===== config.mk =====
export PLATFORM = sky130hd
export DESIGN_NAME = nibble_serial_adder
export DESIGN_NICKNAME = d
export VERILOG_FILES = /design/src/rtl/nibble_serial_adder_pkg.sv /design/src/rtl/nibble_serial_adder_rca4_slice.sv /design/src/rtl/nibble_serial_adder.sv
export SDC_FILE = /design/constraint.sdc
export NUM_CORES = 1
export LEC_CHECK = 0
export CAP_MARGIN = 25
export CORE_ASPECT_RATIO = 0.7
export CORE_MARGIN = 1.5
export CORE_UTILIZATION = 40
export DETAILED_ROUTE_END_ITERATION = 8
export PLACE_DENSITY_LB_ADDON = 0.1
export SYNTH_ARGS = -nofsm -noshare
export SYNTH_HDL_FRONTEND = slang
export SYNTH_SLANG_ARGS = --single-unit

===== constraint.sdc =====
create_clock -name clk -period 3.6 [get_ports clk]
set_input_delay 0.72 -clock clk [delete_from_list [all_inputs] [get_ports clk]]
set_output_delay 0.72 -clock clk [all_outputs]
set_load 0.005 [all_outputs]

===== src/rtl/nibble_serial_adder_pkg.sv =====
// Shared definitions for the nibble-serial adder: FSM state encoding and slice width.
package nibble_serial_adder_pkg;

    localparam int NIB_W = 4;

    typedef enum logic [1:0] {
        IDLE = 2'd0,
        RUN  = 2'd1,
        DONE = 2'd2
    } state_t;

endpackage


===== src/rtl/nibble_serial_adder_rca4_slice.sv =====
// 4-bit ripple-carry slice built from four chained 1-bit full adders.
// Latency: purely combinational, zero cycles.
// Backpressure: none; it has no handshake of its own.
module rca4_slice
    import nibble_serial_adder_pkg::*;
(
    input  logic [NIB_W-1:0] a,
    input  logic [NIB_W-1:0] b,
    input  logic             cin,
    output logic [NIB_W-1:0] sum,
    output logic             cout
);

    logic [NIB_W:0] carry;

    assign carry[0] = cin;

    for (genvar i = 0; i < NIB_W; i++) begin : g_fa
        assign sum[i]       = a[i] ^ b[i] ^ carry[i];
        assign carry[i + 1] = (a[i] & b[i]) | (carry[i] & (a[i] ^ b[i]));
    end

    assign cout = carry[NIB_W];

endmodule


===== src/rtl/nibble_serial_adder.sv =====
// WIDTH-bit adder that reuses one 4-bit slice, one nibble per clock, carry registered between nibbles.
// Latency: out_valid rises WIDTH/4 cycles after the accept edge; one op per WIDTH/4+2 cycles at best.
// Backpressure: result and out_valid hold in DONE until out_ready; in_ready stays low until then.
module nibble_serial_adder
    import nibble_serial_adder_pkg::*;
#(
    parameter int WIDTH = 16
) (
    input  logic             clk,
    input  logic             rst_n,
    input  logic             in_valid,
    output logic             in_ready,
    input  logic [WIDTH-1:0] in_a,
    input  logic [WIDTH-1:0] in_b,
    input  logic             in_cin,
    output logic             out_valid,
    input  logic             out_ready,
    output logic [WIDTH-1:0] out_sum,
    output logic             out_cout,
    output logic             busy
);

    if ((WIDTH < NIB_W) || ((WIDTH % NIB_W) != 0)) begin : g_width_check
        $error("nibble_serial_adder: WIDTH must be a multiple of 4 and at least 4");
    end

    localparam int NIB   = WIDTH / NIB_W;
    localparam int IDX_W = (NIB > 1) ? $clog2(NIB) : 1;
    localparam logic [IDX_W-1:0] IDX_LAST = IDX_W'(NIB - 1);

    state_t           state_q;
    state_t           state_d;
    logic [WIDTH-1:0] a_q;
    logic [WIDTH-1:0] b_q;
    logic             carry_q;
    logic [IDX_W-1:0] idx_q;
    logic [WIDTH-1:0] sum_q;
    logic             cout_q;

    logic [NIB_W-1:0] slice_a;
    logic [NIB_W-1:0] slice_b;
    logic [NIB_W-1:0] slice_sum;
    logic             slice_cout;
    logic [WIDTH-1:0] sum_upd;

    // Constant-index loops keep nibble select/merge free of variable part-selects.
    always_comb begin
        slice_a = '0;
        slice_b = '0;
        sum_upd = sum_q;
        for (int n = 0; n < NIB; n++) begin
            if (idx_q == IDX_W'(n)) begin
                slice_a                    = a_q[n*NIB_W +: NIB_W];
                slice_b                    = b_q[n*NIB_W +: NIB_W];
                sum_upd[n*NIB_W +: NIB_W]  = slice_sum;
            end
        end
    end

    rca4_slice u_slice (
        .a    (slice_a),
        .b    (slice_b),
        .cin  (carry_q),
        .sum  (slice_sum),
        .cout (slice_cout)
    );

    always_comb begin
        state_d = state_q;
        case (state_q)
            IDLE:    if (in_valid) state_d = RUN;
            RUN:     if (idx_q == IDX_LAST) state_d = DONE;
            DONE:    if (out_ready) state_d = IDLE;
            default: state_d = IDLE;
        endcase
    end

    always_ff @(posedge clk or negedge rst_n) begin
        if (!rst_n) begin
            state_q <= IDLE;
        end else begin
            state_q <= state_d;
        end
    end

    always_ff @(posedge clk or negedge rst_n) begin
        if (!rst_n) begin
            a_q     <= '0;
            b_q     <= '0;
            carry_q <= 1'b0;
            idx_q   <= '0;
            sum_q   <= '0;
            cout_q  <= 1'b0;
        end else begin
            case (state_q)
                IDLE: begin
                    if (in_valid) begin
                        a_q     <= in_a;
                        b_q     <= in_b;
                        carry_q <= in_cin;
                        idx_q   <= '0;
                        sum_q   <= '0;
                    end
                end
                RUN: begin
                    sum_q   <= sum_upd;
                    carry_q <= slice_cout;
                    // idx parks on the last nibble so it never exceeds NIB-1.
                    if (idx_q == IDX_LAST) begin
                        cout_q <= slice_cout;
                    end else begin
                        idx_q <= idx_q + 1'b1;
                    end
                end
                default: ;
            endcase
        end
    end

    assign in_ready  = (state_q == IDLE);
    assign out_valid = (state_q == DONE);
    assign busy      = (state_q != IDLE);
    assign out_sum   = sum_q;
    assign out_cout  = cout_q;

endmodule


== Word level (Yosys, flattened, before mapping) ==
Index checks and enable logic that the tools add are counted.

* Logic and storage cells: 79
* Bits in registers: 54

* Equal/unequal tests: 12
* Bitwise logic cells: 20
* Reduce and logical (&&, ||, !) cells: 13
* Mux-type cells: 23
* Add/sub/neg operators: 1

{| class="wikitable"
|+ Operator list
! cell !! number
|-
| $mux W4 || 12
|-
| $pmux W16 S2 || 1
|-
| $reduce_and A3 Y1 || 6
|-
| $mux W16 || 1
|-
| $ne A2 B2 Y1 const B || 6
|-
| $mux W2 || 5
|-
| $and A1 B1 Y1 || 8
|-
| $xor A1 B1 Y1 || 8
|-
| $eq A2 B2 Y1 const B || 3
|-
| $pmux W2 S3 || 1
|-
| $reduce_and A2 Y1 || 3
|-
| $eq A2 B1 Y1 const B || 2
|-
| $logic_not A2 Y1 || 2
|-
| $or A1 B1 Y1 || 4
|-
| $pmux W2 S2 || 1
|-
| $reduce_bool A2 Y1 || 2
|-
| $add A2 B1 Y2 const B || 1
|-
| $ne A2 B1 Y1 const B || 1
|-
| $pmux W1 S2 || 1
|-
| $mux W1 || 1
|}

== Logic depth before layout (Yosys ltp) ==
* Word-level depth: 15
* Depth in mapped cells: 11

== Hierarchy ==
From an unflattened synthesis, not the netlist that was laid out.

* Cells, all modules: 230
* Area total of the unflattened synthesis: 2715.1 um2

{| class="wikitable"
|+ By module, submodules not included
! module !! times used !! area each (um2) !! cells an instance
|-
| nibble_serial_adder || 1 || 2597.5 || 216
|-
| rca4_slice || 1 || 117.6 || 14
|}

== Worst setup path before layout ==
Ideal clock, no wire load.

* Path kind: flip-flop to flip-flop
* From: register idx_q[0]
* To: register sum_q[7] (netlist: out_sum[7])
* Path buffers: 1
* Setup time: 87 ps
* Cell stages (with the launch flop): 12
* Clock period less this slack: 3295 ps
* Setup slack: 305 ps
* Data arrival time: 3209 ps
* Cell sequence: dfrtp_1 > ha_1 > buf_6 > or3b_2 > o21ai_0 > a31oi_1 > fa_1 > fa_1 > fa_1 > fa_1 > nand2b_1 > o211ai_1

* Word-level cells in the longest chain between the ends: 15
* Elaborated cells between the ends (all ways): 30
* Classes of those cells: 4 x eq/ne; 10 x mux; 14 x bitwise; 2 x reduce/logical

{| class="wikitable"
|+ RTL lines
! element !! RTL line !! RTL
|-
| start: declaration || nibble_serial_adder.sv:36 || <nowiki>logic [IDX_W-1:0] idx_q;</nowiki>
|-
| start signal: assignment || nibble_serial_adder.sv:112 || <nowiki>idx_q <= idx_q + 1'b1;</nowiki>
|-
| $logic_not A2 Y1 || nibble_serial_adder.sv:52 || <nowiki>if (idx_q == IDX_W'(n)) begin</nowiki>
|-
| $mux W4 (4 in a row) || nibble_serial_adder.sv:52 ||
|-
| $xor A1 B1 Y1 || nibble_serial_adder_rca4_slice.sv:20 || <nowiki>assign carry[i + 1] = (a[i] & b[i]) | (carry[i] & (a[i] ^ b[i]));</nowiki>
|-
| $and A1 B1 Y1 || nibble_serial_adder_rca4_slice.sv:20 ||
|-
| $or A1 B1 Y1 || nibble_serial_adder_rca4_slice.sv:20 ||
|-
| $and A1 B1 Y1 || nibble_serial_adder_rca4_slice.sv:20 ||
|-
| $or A1 B1 Y1 || nibble_serial_adder_rca4_slice.sv:20 ||
|-
| $and A1 B1 Y1 || nibble_serial_adder_rca4_slice.sv:20 ||
|-
| $or A1 B1 Y1 || nibble_serial_adder_rca4_slice.sv:20 ||
|-
| $xor A1 B1 Y1 || nibble_serial_adder_rca4_slice.sv:19 || <nowiki>assign sum[i] = a[i] ^ b[i] ^ carry[i];</nowiki>
|-
| $mux W4 || nibble_serial_adder.sv:52 ||
|-
| $pmux W16 S2 || nibble_serial_adder.sv:95 || <nowiki>case (state_q)</nowiki>
|-
| end signal: assignment || nibble_serial_adder.sv:106 || <nowiki>sum_q <= sum_upd;</nowiki>
|-
| end: declaration || nibble_serial_adder.sv:37 || <nowiki>logic [WIDTH-1:0] sum_q;</nowiki>
|}

Several ways; a longest one is shown, not always the timed one. The select of a mux whose other input is x is not followed.
A chain may end at the register's enable or synchronous reset.

== Worst setup path in the final report ==
* From: register idx_q[0]
* To: register sum_q[3] (netlist: out_sum[3])

Same word-level chain as after synthesis.

==> impl_metrics.ini <==
[logic_synthesis]
synth_common_cells = dfrtp_1 (54), nand2_1 (47), mux2_4 (31)
syn_inst = 225
yosysSeqAreaShare = 0.499
avgSynthCellArea_um2 = 12.0
ys_warn_count = 0
synth_area_leaders = dfrtp_1 (50%), mux2_4 (17%), nand2_1 (6.5%)
synth_area_leader_cell = dfrtp_1
ys_types = 29
netlist_area_um2 = 2710
synth_edf_count = 0
synth_ff_type = dfrtp_1
synth-seq-cells = 54
synth_nets = 270
synth_most_common_cell = dfrtp_1
synth_top_cell_area_share = 0.499
async_flop_share = 1.00

[drt]
wirelength_um = 5700
vias = 1850
drt_iter0_markers = 83
first_pass_iters = 4
antenna_left = 0
vias_per_cell = 4.89
wire_per_inst_um = 15.1
drcViolationCount = 0

[cells_and_area]
multi_input_area_um2 = 1250
antenna_cells_inserted = 0
drive_gt1_frac = 0.209
area_growth_pct = 27.7
utilization = 0.541
final_cells = 378
fillers = 572
seqCellArea_um2 = 1350
final_nets = 331

[cts]
clkSinkCount = 54
clk_pin_slew_ns = 0.10
clockBufferDepth = 2
clock_latency_ns = 0.30
cts_hold_buf = 0
root_buffer = clkbuf_8
h-tree-depth = 2
numCtsBuffers = 5
post_cts.repair.setup_buffers = 0
cts_tree = built

[floorplanning]
num_rows = 24
die_h_um = 71.9
io_pins = 57
die_x_um = 101
dieArea_um2 = 7290
start_util = 0.424
core_um2 = 6400

[grt]
overflow = 0
grt_first_pass_wirelength_um = 9200
antenna_found_initial = 0
grt_pass1_vias = 1803
grt_usage = 0.169
grt_max_degree = 34

[setup_path]
reg2regPathDepth = 11
cp-start-kind = register
path_max_fanout = 6
required_ns = 3.83
r2r-end = out_sum[3]
endpoint_kind = register
reg2reg_from = idx_q[0]
critPathArrivalTime_ns = 3.63
critPathKind = reg -> reg
reg2reg_slack_ns = 0.20

[timing]
holdWs_ns = 0.472
tightest_slew_ns = 0.772
slew-limit-headroom = 0.485
fin_setup_tns_ns = 0
timing.final.crit_period_ns = 3.40
rsz0062_at_grt = no
setup_viol = 0
clock_skew_ns = 0.00569
drv_slew = 0
maxClockFrequency_mhz = 294
hold_viol = 0
finalCritPeriodShare = 0.945

[power]
ir_worst_vdd_v = 0.000479
p_int_mw = 1.99
combPwrFrac = 0.561
power_density_nw_per_um2 = 961
p_sw_frac = 0.402
switchingPower_mw = 1.34
p_clk_frac = 0.107
p_leak_nw = 1.46
seq_power_share = 0.332

[run_status]
status = completed

[place]
place.gp.congestion = 0.778
port_buffers = 56
place_inst = 370
hpwl_um = 4210

[min_path]
hold_path.class = in -> async

[run]
cap_violations = 0
-- placed cells by master (no fill, tap or decap) --
cell type         n
nand3b_1          9
nor2_2            1
fa_2              1
nand2_1          47
o21ai_0           3
fa_1              3
clkbuf_8          6
and2_2            1
dfrtp_1          53
o211ai_1         17
mux2_4           31
dfrtp_2           1
clkdlybuf4s50_1  55
ha_2              1
nand2b_1          4
a221oi_1          1
buf_4             8
o22ai_1           7
inv_2             1
inv_1             5
buf_2             1
inv_4             1
nor3_1            2
a21oi_1           2
mux2_2            2
nor2_1            2
a31oi_1           8
clkbuf_1          1
or3b_2            1
nand2b_4          1
nor2b_1           5
inv_6             1
or3_4             1
o21bai_2          1
ha_1              3
-- layout make-up --
| type | count | share of cell area |
|---|---|---|
| Clock inverter | 1 | 0.00253 |
| Sequential cell | 54 | 0.391 |
| Timing Repair Buffer | 64 | 0.178 |
| Inverter | 7 | 0.00832 |
| Multi-Input combinational cell | 154 | 0.363 |
| Tap cell | 91 | 0.0329 |
| Clock buffer | 7 | 0.0249 |
-- layer usage --
metal,wire length [um],global-route usage,up-vias
li1,-,-,915
met1,3110,0.267,890
met2,2310,0.232,41
met3,248,0.0420,4
met4,32,0.0370,0
met5,0,0,-
-- repair_timing --
item / in CTS / in global routing
resized for setup: 0 / 4
endpoints found under the setup margin: 0 / 4
hold endpoints to repair: 0 / 0
-- how the worst max path moves through the flow --
stage / endpoint / cells after the start / start / slack (ns)
floorplan: out_sum[7] / 11 / idx_q[0] / 0.30
global placement: out_sum[15] / 11 / idx_q[0] / 0.20
detailed placement: out_sum[15] / 11 / idx_q[0] / 0.12
CTS: out_sum[7] / 11 / idx_q[0] / 0.10
global route: out_sum[3] / 11 / idx_q[0] / 0.008
finish: out_sum[3] / 11 / idx_q[0] / 0.20
-- sequential cells by signal, indices dropped and copies added, names as in the netlist --
register,cells
a_q,16
b_q,16
out_sum,16
idx_q,2
state_q,2
carry_q,1
out_cout,1
-- critical path, cell delays in order (launching register included) --
cell and delay, ns:
dfrtp_2 0.45, inv_1 0.09, ha_2 0.22, or3b_2 0.43, o21ai_0 0.08, a31oi_1 0.09
fa_2 0.39, fa_1 0.38, fa_1 0.39, fa_1 0.55, nand2b_4 0.08, o211ai_1 0.17
-- stage by stage --
step	worst slack, ns	area, um2	power, mW
finish	0.198	3460	3.32
global route	0.00796	3460	3.62
CTS	0.102	3450	3.29
detailed placement	0.117	3350	2.92
global placement	0.202	3350	2.89
floorplan	0.305	2710	2.31
-- cells by family (layout without fill, tap and decap cells) --
| logic type | count (synthesis) | after routing | share of synthesized area |
|---|---|---|---|
| AOI/OAI and AO/OA | 39 | 39 | 0.0983 |
| adders and majority gates | 8 | 8 | 0.0480 |
| buffers and inverters | 17 | 79 | 0.0434 |
| DFF | 54 | 54 | 0.499 |
| muxes | 33 | 33 | 0.180 |
| and+or+nand+nor | 74 | 74 | 0.132 |
-- power by group through the flow --
stage / clock network [mW] / registers (mW) / logic, mW
final: 0.354 / 1.10 / 1.87
after global routing: 0.399 / 1.14 / 2.08
after CTS: 0.372 / 1.10 / 1.82
after detailed placement: 0 / 1.11 / 1.81
after global placement: 0 / 1.11 / 1.78
after floorplan: 0 / 1.04 / 1.27
Power figures use the tool's default switching activity.
